<file path="src/rtl/mem_access_unit.sv">
// Memory-stage access unit: drives the data-memory bus from an M-stage
// request, extracts and extends load data, and registers the M->W boundary.
// Misaligned or out-of-range accesses never reach memory or the register
// file; they set a sticky fault flag and bump a saturating counter.
module mem_access_unit #(
  parameter int unsigned DM_BYTES = 16384
) (
  input  logic        clk,
  input  logic        reset,
  input  logic        m_valid,
  input  logic [3:0]  m_op,
  input  logic [31:0] m_addr,
  input  logic [31:0] m_store,
  input  logic [4:0]  m_rd,
  input  logic [31:0] m_pc,
  output logic [31:0] m_data_addr,
  output logic [31:0] m_data_wdata,
  output logic [3:0]  m_data_byteen,
  output logic [31:0] m_inst_addr,
  input  logic [31:0] m_data_rdata,
  output logic        w_grf_we,
  output logic [4:0]  w_grf_addr,
  output logic [31:0] w_grf_wdata,
  output logic [31:0] w_inst_addr,
  output logic        fault,
  output logic [7:0]  fault_cnt
);

  localparam logic [3:0] OP_LW  = 4'd1;
  localparam logic [3:0] OP_LH  = 4'd2;
  localparam logic [3:0] OP_LHU = 4'd3;
  localparam logic [3:0] OP_LB  = 4'd4;
  localparam logic [3:0] OP_LBU = 4'd5;
  localparam logic [3:0] OP_SW  = 4'd6;
  localparam logic [3:0] OP_SH  = 4'd7;
  localparam logic [3:0] OP_SB  = 4'd8;
  localparam logic [3:0] OP_ALU = 4'd9;

  logic        is_load, is_store, is_alu, misaligned, out_of_range, bad;
  logic [15:0] rd_half;
  logic [7:0]  rd_byte;
  logic [31:0] load_val;

  assign m_data_addr = m_addr;
  assign m_inst_addr = m_pc;

  assign is_load  = (m_op >= OP_LW) && (m_op <= OP_LBU);
  assign is_store = (m_op >= OP_SW) && (m_op <= OP_SB);
  assign is_alu   = (m_op == OP_ALU);
  assign out_of_range = (m_addr >= 32'(DM_BYTES));
  assign bad = m_valid && (is_load || is_store) && (misaligned || out_of_range);

  // Natural-alignment check by access width; byte ops can never misalign.
  always_comb begin
    misaligned = 1'b0;
    case (m_op)
      OP_LW, OP_SW:          misaligned = (m_addr[1:0] != 2'b00);
      OP_LH, OP_LHU, OP_SH:  misaligned = m_addr[0];
      default:               misaligned = 1'b0;
    endcase
  end

  // Store lane steering; enables are gated off for bad, bubble or reset.
  always_comb begin
    m_data_byteen = 4'b0000;
    m_data_wdata  = m_store;
    case (m_op)
      OP_SW: m_data_byteen = 4'b1111;
      OP_SH: begin
        m_data_byteen = m_addr[1] ? 4'b1100 : 4'b0011;
        m_data_wdata  = {2{m_store[15:0]}};
      end
      OP_SB: begin
        m_data_byteen = 4'b0001 << m_addr[1:0];
        m_data_wdata  = {4{m_store[7:0]}};
      end
      default: m_data_byteen = 4'b0000;
    endcase
    if (!reset || !m_valid || bad) m_data_byteen = 4'b0000;
  end

  // Pick the addressed half/byte out of the read word and extend it.
  always_comb begin
    rd_half = m_addr[1] ? m_data_rdata[31:16] : m_data_rdata[15:0];
    case (m_addr[1:0])
      2'd0:    rd_byte = m_data_rdata[7:0];
      2'd1:    rd_byte = m_data_rdata[15:8];
      2'd2:    rd_byte = m_data_rdata[23:16];
      default: rd_byte = m_data_rdata[31:24];
    endcase
    case (m_op)
      OP_LH:   load_val = {{16{rd_half[15]}}, rd_half};
      OP_LHU:  load_val = {16'h0000, rd_half};
      OP_LB:   load_val = {{24{rd_byte[7]}}, rd_byte};
      OP_LBU:  load_val = {24'h000000, rd_byte};
      default: load_val = m_data_rdata;
    endcase
  end

  // M->W register plus sticky fault flag and saturating fault counter.
  always_ff @(posedge clk) begin
    if (!reset) begin
      w_grf_we    <= 1'b0;
      w_grf_addr  <= 5'd0;
      w_grf_wdata <= 32'd0;
      w_inst_addr <= 32'd0;
      fault       <= 1'b0;
      fault_cnt   <= 8'd0;
    end else begin
      w_inst_addr <= m_pc;
      if (m_valid && !bad && (is_load || is_alu)) begin
        w_grf_we    <= 1'b1;
        w_grf_addr  <= m_rd;
        w_grf_wdata <= is_alu ? m_addr : load_val;
      end else begin
        w_grf_we    <= 1'b0;
        w_grf_addr  <= 5'd0;
        w_grf_wdata <= 32'd0;
      end
      if (bad) begin
        fault <= 1'b1;
        if (fault_cnt != 8'hFF) fault_cnt <= fault_cnt + 8'd1;
      end
    end
  end

endmodule

</file>
<file path="config.mk">
export PLATFORM = sky130hd
export DESIGN_NAME = mem_access_unit
export DESIGN_NICKNAME = d
export VERILOG_FILES = /design/src/rtl/mem_access_unit.sv
export SDC_FILE = /design/constraint.sdc
export NUM_CORES = 1
export LEC_CHECK = 0
export BUFFER_PORTS_ARGS = -buffer_cell sky130_fd_sc_hd__buf_2
export CORE_AREA = 8 8 118 120
export DETAILED_ROUTE_END_ITERATION = 12
export DIE_AREA = 0 0 126 128
export PLACE_DENSITY = 0.8
export REMOVE_ABC_BUFFERS = 1
export SYNTH_ARGS = -nofsm -noshare
export SYNTH_HDL_FRONTEND = slang
export SYNTH_SLANG_ARGS = --single-unit
export TNS_END_PERCENT = 50
</file>
<file path="constraint.sdc">
create_clock -name clk -period 2.06 [get_ports clk]
set_input_delay 0.103 -clock clk [delete_from_list [all_inputs] [get_ports clk]]
set_output_delay 0.103 -clock clk [all_outputs]
set_load 0.05 [all_outputs]
</file>
; After elaboration in Yosys (flattened, before gate mapping)
; Cells that the tools add are included.
[op_classes]
n_addsub = 1
multipliers = 0
div = 0
order_cmp = 5
eq_ne = 12
shifts = 1
n_mux = 10
bitwise_logic = 0
reduce_logical = 20
[ops]
columns = cell, n
row1 = $pmux 32 s4, 1
row2 = $pmux 32 s2, 1
row3 = $ge 32x15->1 const B, 1
row4 = $mux 32, 1
row5 = $pmux 8 s3, 1
row6 = $eq 4x3->1 const B, 4
row7 = $mux 16, 1
row8 = $pmux 4 s3, 1
row9 = $add 8x1->8 const B, 1
row10 = $eq 4x2->1 const B, 2
row11 = $eq 4x4->1 const B, 2
row12 = $mux 4, 2
row13 = $ne 8x8->1 const B, 1
row14 = $logic_and 1x1->1, 6
row15 = $logic_or 1x1->1, 5
row16 = $eq 4x1->1 const B, 1
row17 = $ge 4x1->1 const B, 1
row18 = $ge 4x3->1 const B, 1
row19 = $le 4x3->1 const B, 1
row20 = $le 4x4->1 const B, 1
row21 = $reduce_and 2->1, 2
row22 = $shl 1x2->4 const A, 1
row23 = $logic_not 1->1, 3
row24 = $reduce_or 3->1, 1
row25 = 7 further kinds, 7
[word_totals]
regBits = 79
latchBits = 0
ramBits = 0
romBits = 0
input_bits = 140
out_inout_bits = 179
wordCells = 55
mem_count = 0

; Logic depth before layout (Yosys ltp)
[depth]
ltp_word = 9
ltp_mapped = 9
depth_no_buf = 6

; Worst setup path before layout
; Ideal clock, no wire load.
[synth_path]
path_type = in2out
startpoint = input m_op[0]
endpoint = output m_data_byteen[0]
arrival_time_ns = 2.003
path_slack_ns = -0.046
cell_stages = 8
path_buffers = 2
path_cell_list = buf_4 -> nor2b_1 -> o21ai_1 -> a31oi_1 -> o311ai_4 -> buf_6 -> nand4_1 -> nor2_1
[synth_between]
elab_chain_cells = 7
elab_cells_between_ends = 22
[synth_lines]
columns = element, line_no
row1 = from (decl), 11  ; input logic [3:0] m_op,
row2 = $eq 4x2->1 (tied with other cells), 56  ; case (m_op)
row3 = $reduce_or 3->1 (tied with other cells), 56
row4 = $pmux 1 s2 / $logic_or 1x1->1 (equally long branches), "56, 51"
row5 = $logic_or 1x1->1 / $logic_and 1x1->1 (equally long branches), 51  ; assign bad = m_valid && (is_load || is_store) && (misaligned || out_of_range);
row6 = $logic_and 1x1->1, 51
row7 = $logic_or 1x1->1, 79  ; if (!reset || !m_valid || bad) m_data_byteen = 4'b0000;
row8 = $mux 4 *, 79
row9 = to (decl), 18  ; output logic [3:0] m_data_byteen,
; Mark *: on every way between the ends. The rest lies on a longest branch, timed or not.

; Final worst setup path
[layout_path]
startpoint = input m_addr[30]
endpoint = output m_data_byteen[0]
[layout_between]
elab_chain_cells = 5
[layout_lines]
columns = element, line_no
row1 = from (decl), 12  ; input logic [31:0] m_addr,
row2 = $ge 32x15->1, 50  ; assign out_of_range = (m_addr >= 32'(DM_BYTES));
row3 = $logic_or 1x1->1, 51
row4 = $logic_and 1x1->1, 51
row5 = $logic_or 1x1->1, 79
row6 = $mux 4, 79
; Every way passes these cells.

==> impl_results.md <==
* Final Cell Area at 0.006314 mm²
* Final RePlAce weighted congestion at 0.8628
* RSZ-0062 raised after global routing: true
* Hold slack at between 20 and 25 ps
* Worst setup path end: m_data_byteen[0]
* Wire length on met2 at 8522 µm
* Setup-failing EPs final at 0
* M1 WL at between 5000 and 6000 µm
* Worst-Margin Slew at roughly 590 ps
* Total wire length at 16350 µm
* Die Width at ~130 µm
* Sequential area share after synthesis at 0.3679
* Syn Inst Count at 515
* Register bit total from synthesis at 79
* Via density at between 4 and 5
* FMAX at roughly 0.50 GHz
* Vias at 4746
* Drt first pass iters at 4
* Setup ws final at between 70 and 80 ps
* Die Footprint at 0.01613 mm²
* Worst EP arrival at roughly 1900 ps
* R2r setup slk at roughly 480 ps
* HP Class: input pin to flop
* CTS sink cnt at 79
* CTS HTree Levels at 3
* Async set-or-reset flop fraction in the synthesized netlist at 0
* Gr usage total at 0.1933
* Post-synth top area share at 0.3679
* Most numerous cell in the Yosys netlist: nand2_1
* Placed Area at roughly 0.0057 mm²
* Top sig layer: met4
* Post-synthesis area per instance at roughly 8.3 µm²
* CTS tree: built
* # fillers at roughly 1.2k
* Post-Synth XOR/XNOR Area at 0.004075
* Main combinational cell family by area after synthesis: simple AND/OR/NAND/NOR gates
* R2R Path Start: fault_cnt[0]
* DR WL met3 at approximately 1600 µm
* Post-Syn Area at around 0.0043 mm²
* Simple-Gate Fraction of Synth Area at 0.2369
* Layout cells sized above 1 at 0.4919
* Slew margin rel. at 0.6039
* CTS Root Cell: clkbuf_16
* Hpwl dp at roughly 13000 µm
* Max FO, Critical Path at 4
* Num CTS Buffers at 9
* Mux contribution to synthesized area at 0.07421
* Area Growth Syn to Fin at 46.86%
* Clock-pin slew on the worst setup and hold paths at 50 ps
* Clock Skews at approximately 7.3 ps
* Dominant synthesized flop cell: dfxtp_1
* Place WS at -30.96 ps
* IO Pins at about 320
* Final slew viol count at 0
* CTS Buffer Depth at 2
* Vert. Die Dim at roughly 130 µm
* Antenna Violating Nets Remaining at 0
* Startpoint Class: input pin
* Outcome: complete, no violations
* Kind of end point of the critical path: output pin
* Hold Crit Depth at 2
* Crit path kind: input pin to output pin
* Maxcap violations at 0
* Clk_lat worst skew at approximately 330 ps
* Count of different cell masters after synthesis at 49
* Core Rows at 41
* Power per cell area at about 700 mW/mm²
* Post-synth top area cell: dfxtp_1
* Initial antenna violation count at 0
* Critical Path RT at 1960 ps
* Tcrit/Tclk final at 0.9658
* Starting Density at 0.3521
* Worst Reg-to-Reg Cells at 5
* First-pass GRT wire length at about 25000 µm
* Core box area at approximately 0.012 mm²
* CP Launch Point: m_addr[30]
* R2r endpoint: fault_cnt[4]
* Synth top cells by count: nand2_1 (85), dfxtp_1 (79), buf_4 (75)
* Synth Area in Adders at 0.002910
* DR iter-0 viols at about 280
* GRT overflow at 0
* Yosys warns at 0
* Final hold viol count at 0
* Drt drc at 0
* # nets final at roughly 940
* DR WL/cell at 17.06 µm
* Tmin final at between 1500 and 2000 ps
* Vias in the first global route at about 4.9k
* Post-synth EDFFs at 0
* Largest cells by area after synthesis: dfxtp_1 (37%), buf_4 (13%), nand2_1 (7.4%), and2_1 (4.8%), nor2_1 (4.3%)
* Pleak at around 3.2 nW
* Max VDD drop at ~300 µV
* IO Port Bufs at approximately 320
* Largest net degree at the start of global routing at 47
* Synth Area in Compound Gates at 0.1417
placed cells by master, fill, tap and decap left out, types with 2 or more instances in the layout:
master / n
nor2_1: 45
buf_2: 314
mux2_2: 9
buf_4: 28
nor2_2: 6
clkinvlp_4: 2
inv_1: 10
nor4_1: 5
o22ai_1: 8
nand3_1: 9
mux2i_1: 6
o21ai_1: 2
a21oi_1: 13
a22oi_1: 13
nand2b_1: 6
buf_12: 5
mux4_2: 7
nand4_1: 3
nand2_1: 85
dlygate4sd3_1: 33
a311oi_1: 8
and2_1: 33
a211oi_2: 6
a21boi_0: 2
dfxtp_1: 79
o21ai_0: 12
clkbuf_16: 9
a211oi_1: 10
nor3_1: 2
nor2b_1: 10
worst max-delay path, stage by stage:
cell and delay, ps:
buf_2 120, nor4_2 280, buf_4 160, nand4_1 230, o311ai_4 370, nand4_1 110, buf_4 180, nor2_2 160
buf_12 150
how the worst min path moves through the flow:
stage	slack [ps]	end	start
2_1_floorplan	210	m_data_addr[0]	m_addr[0]
3_3_place_gp	320	w_inst_addr[26]	m_pc[26]
3_5_place_dp	320	w_grf_addr[3]	m_rd[3]
4_1_cts	4	w_inst_addr[25]	m_pc[25]
5_1_grt	30	w_inst_addr[11]	m_pc[11]
6_report	20	w_inst_addr[11]	m_pc[11]
area by class of cell:
type / count / area (µm²) / area share
clock buffers: 10 / 229.0 / 0.03627
well taps: 150 / 187.7 / 0.02973
multi-input cells: 322 / 1993 / 0.3157
repair buffers: 381 / 2223 / 0.3522
diodes: 1 / 2.502 / 0.0003964
clock inverters: 5 / 58.81 / 0.009314
flip-flops and latches: 79 / 1582 / 0.2505
inverters: 10 / 37.54 / 0.005945
registers in the layout, indices dropped and copies added (netlist names):
name         flops
w_grf_we         1
w_inst_addr     32
fault            1
w_grf_wdata     32
fault_cnt        8
w_grf_addr       5
through the flow:
step	total power [mW]	utilization	instances	setup TNS [ps]
after detailed placement	2.931	0.4632	907	-49.81
final	4.503	0.5171	958	0
after CTS	4.540	0.5147	956	0
after global placement	2.916	0.4632	907	-44.19
after global routing	4.686	0.5169	957	-6.974
after floorplan	2.185	-	411	-4777
routing by layer:
metal / up-vias / GRT usage
met5: - / 0
met4: 0 / 0.08705
met3: 39 / 0.07571
met2: 267 / 0.3481
met1: 2196 / 0.1939
li1: 2244 / -
report_power, final:
part | total, mW | internal, mW | switching (mW)
clock | 1.55 | 0.934 | 0.614
combinational | 1.36 | 0.405 | 0.952
sequential | 1.60 | 1.58 | 0.0158
total | 4.50 | 2.92 | 1.58
logic make-up (layout without fill, tap and decap cells):
kind of cell | count (synthesis) | in the layout
mux | 22 | 22
other cells | 0 | 1
xor+xnor | 2 | 2
buf+inv | 114 | 406
fa+ha+maj | 1 | 1
simple gates | 214 | 214
flops | 79 | 79
compound gates | 83 | 83
repair_timing:
action,4_1_cts,5_1_grt
pin swaps,1,1
endpoints found under the setup margin,4,4
gates resized for setup,1,7
hold buffers,33,0
buffers inserted,1,1
hold endpoints to repair,33,0
No activity file was read; power rests on OpenSTA's default activity.
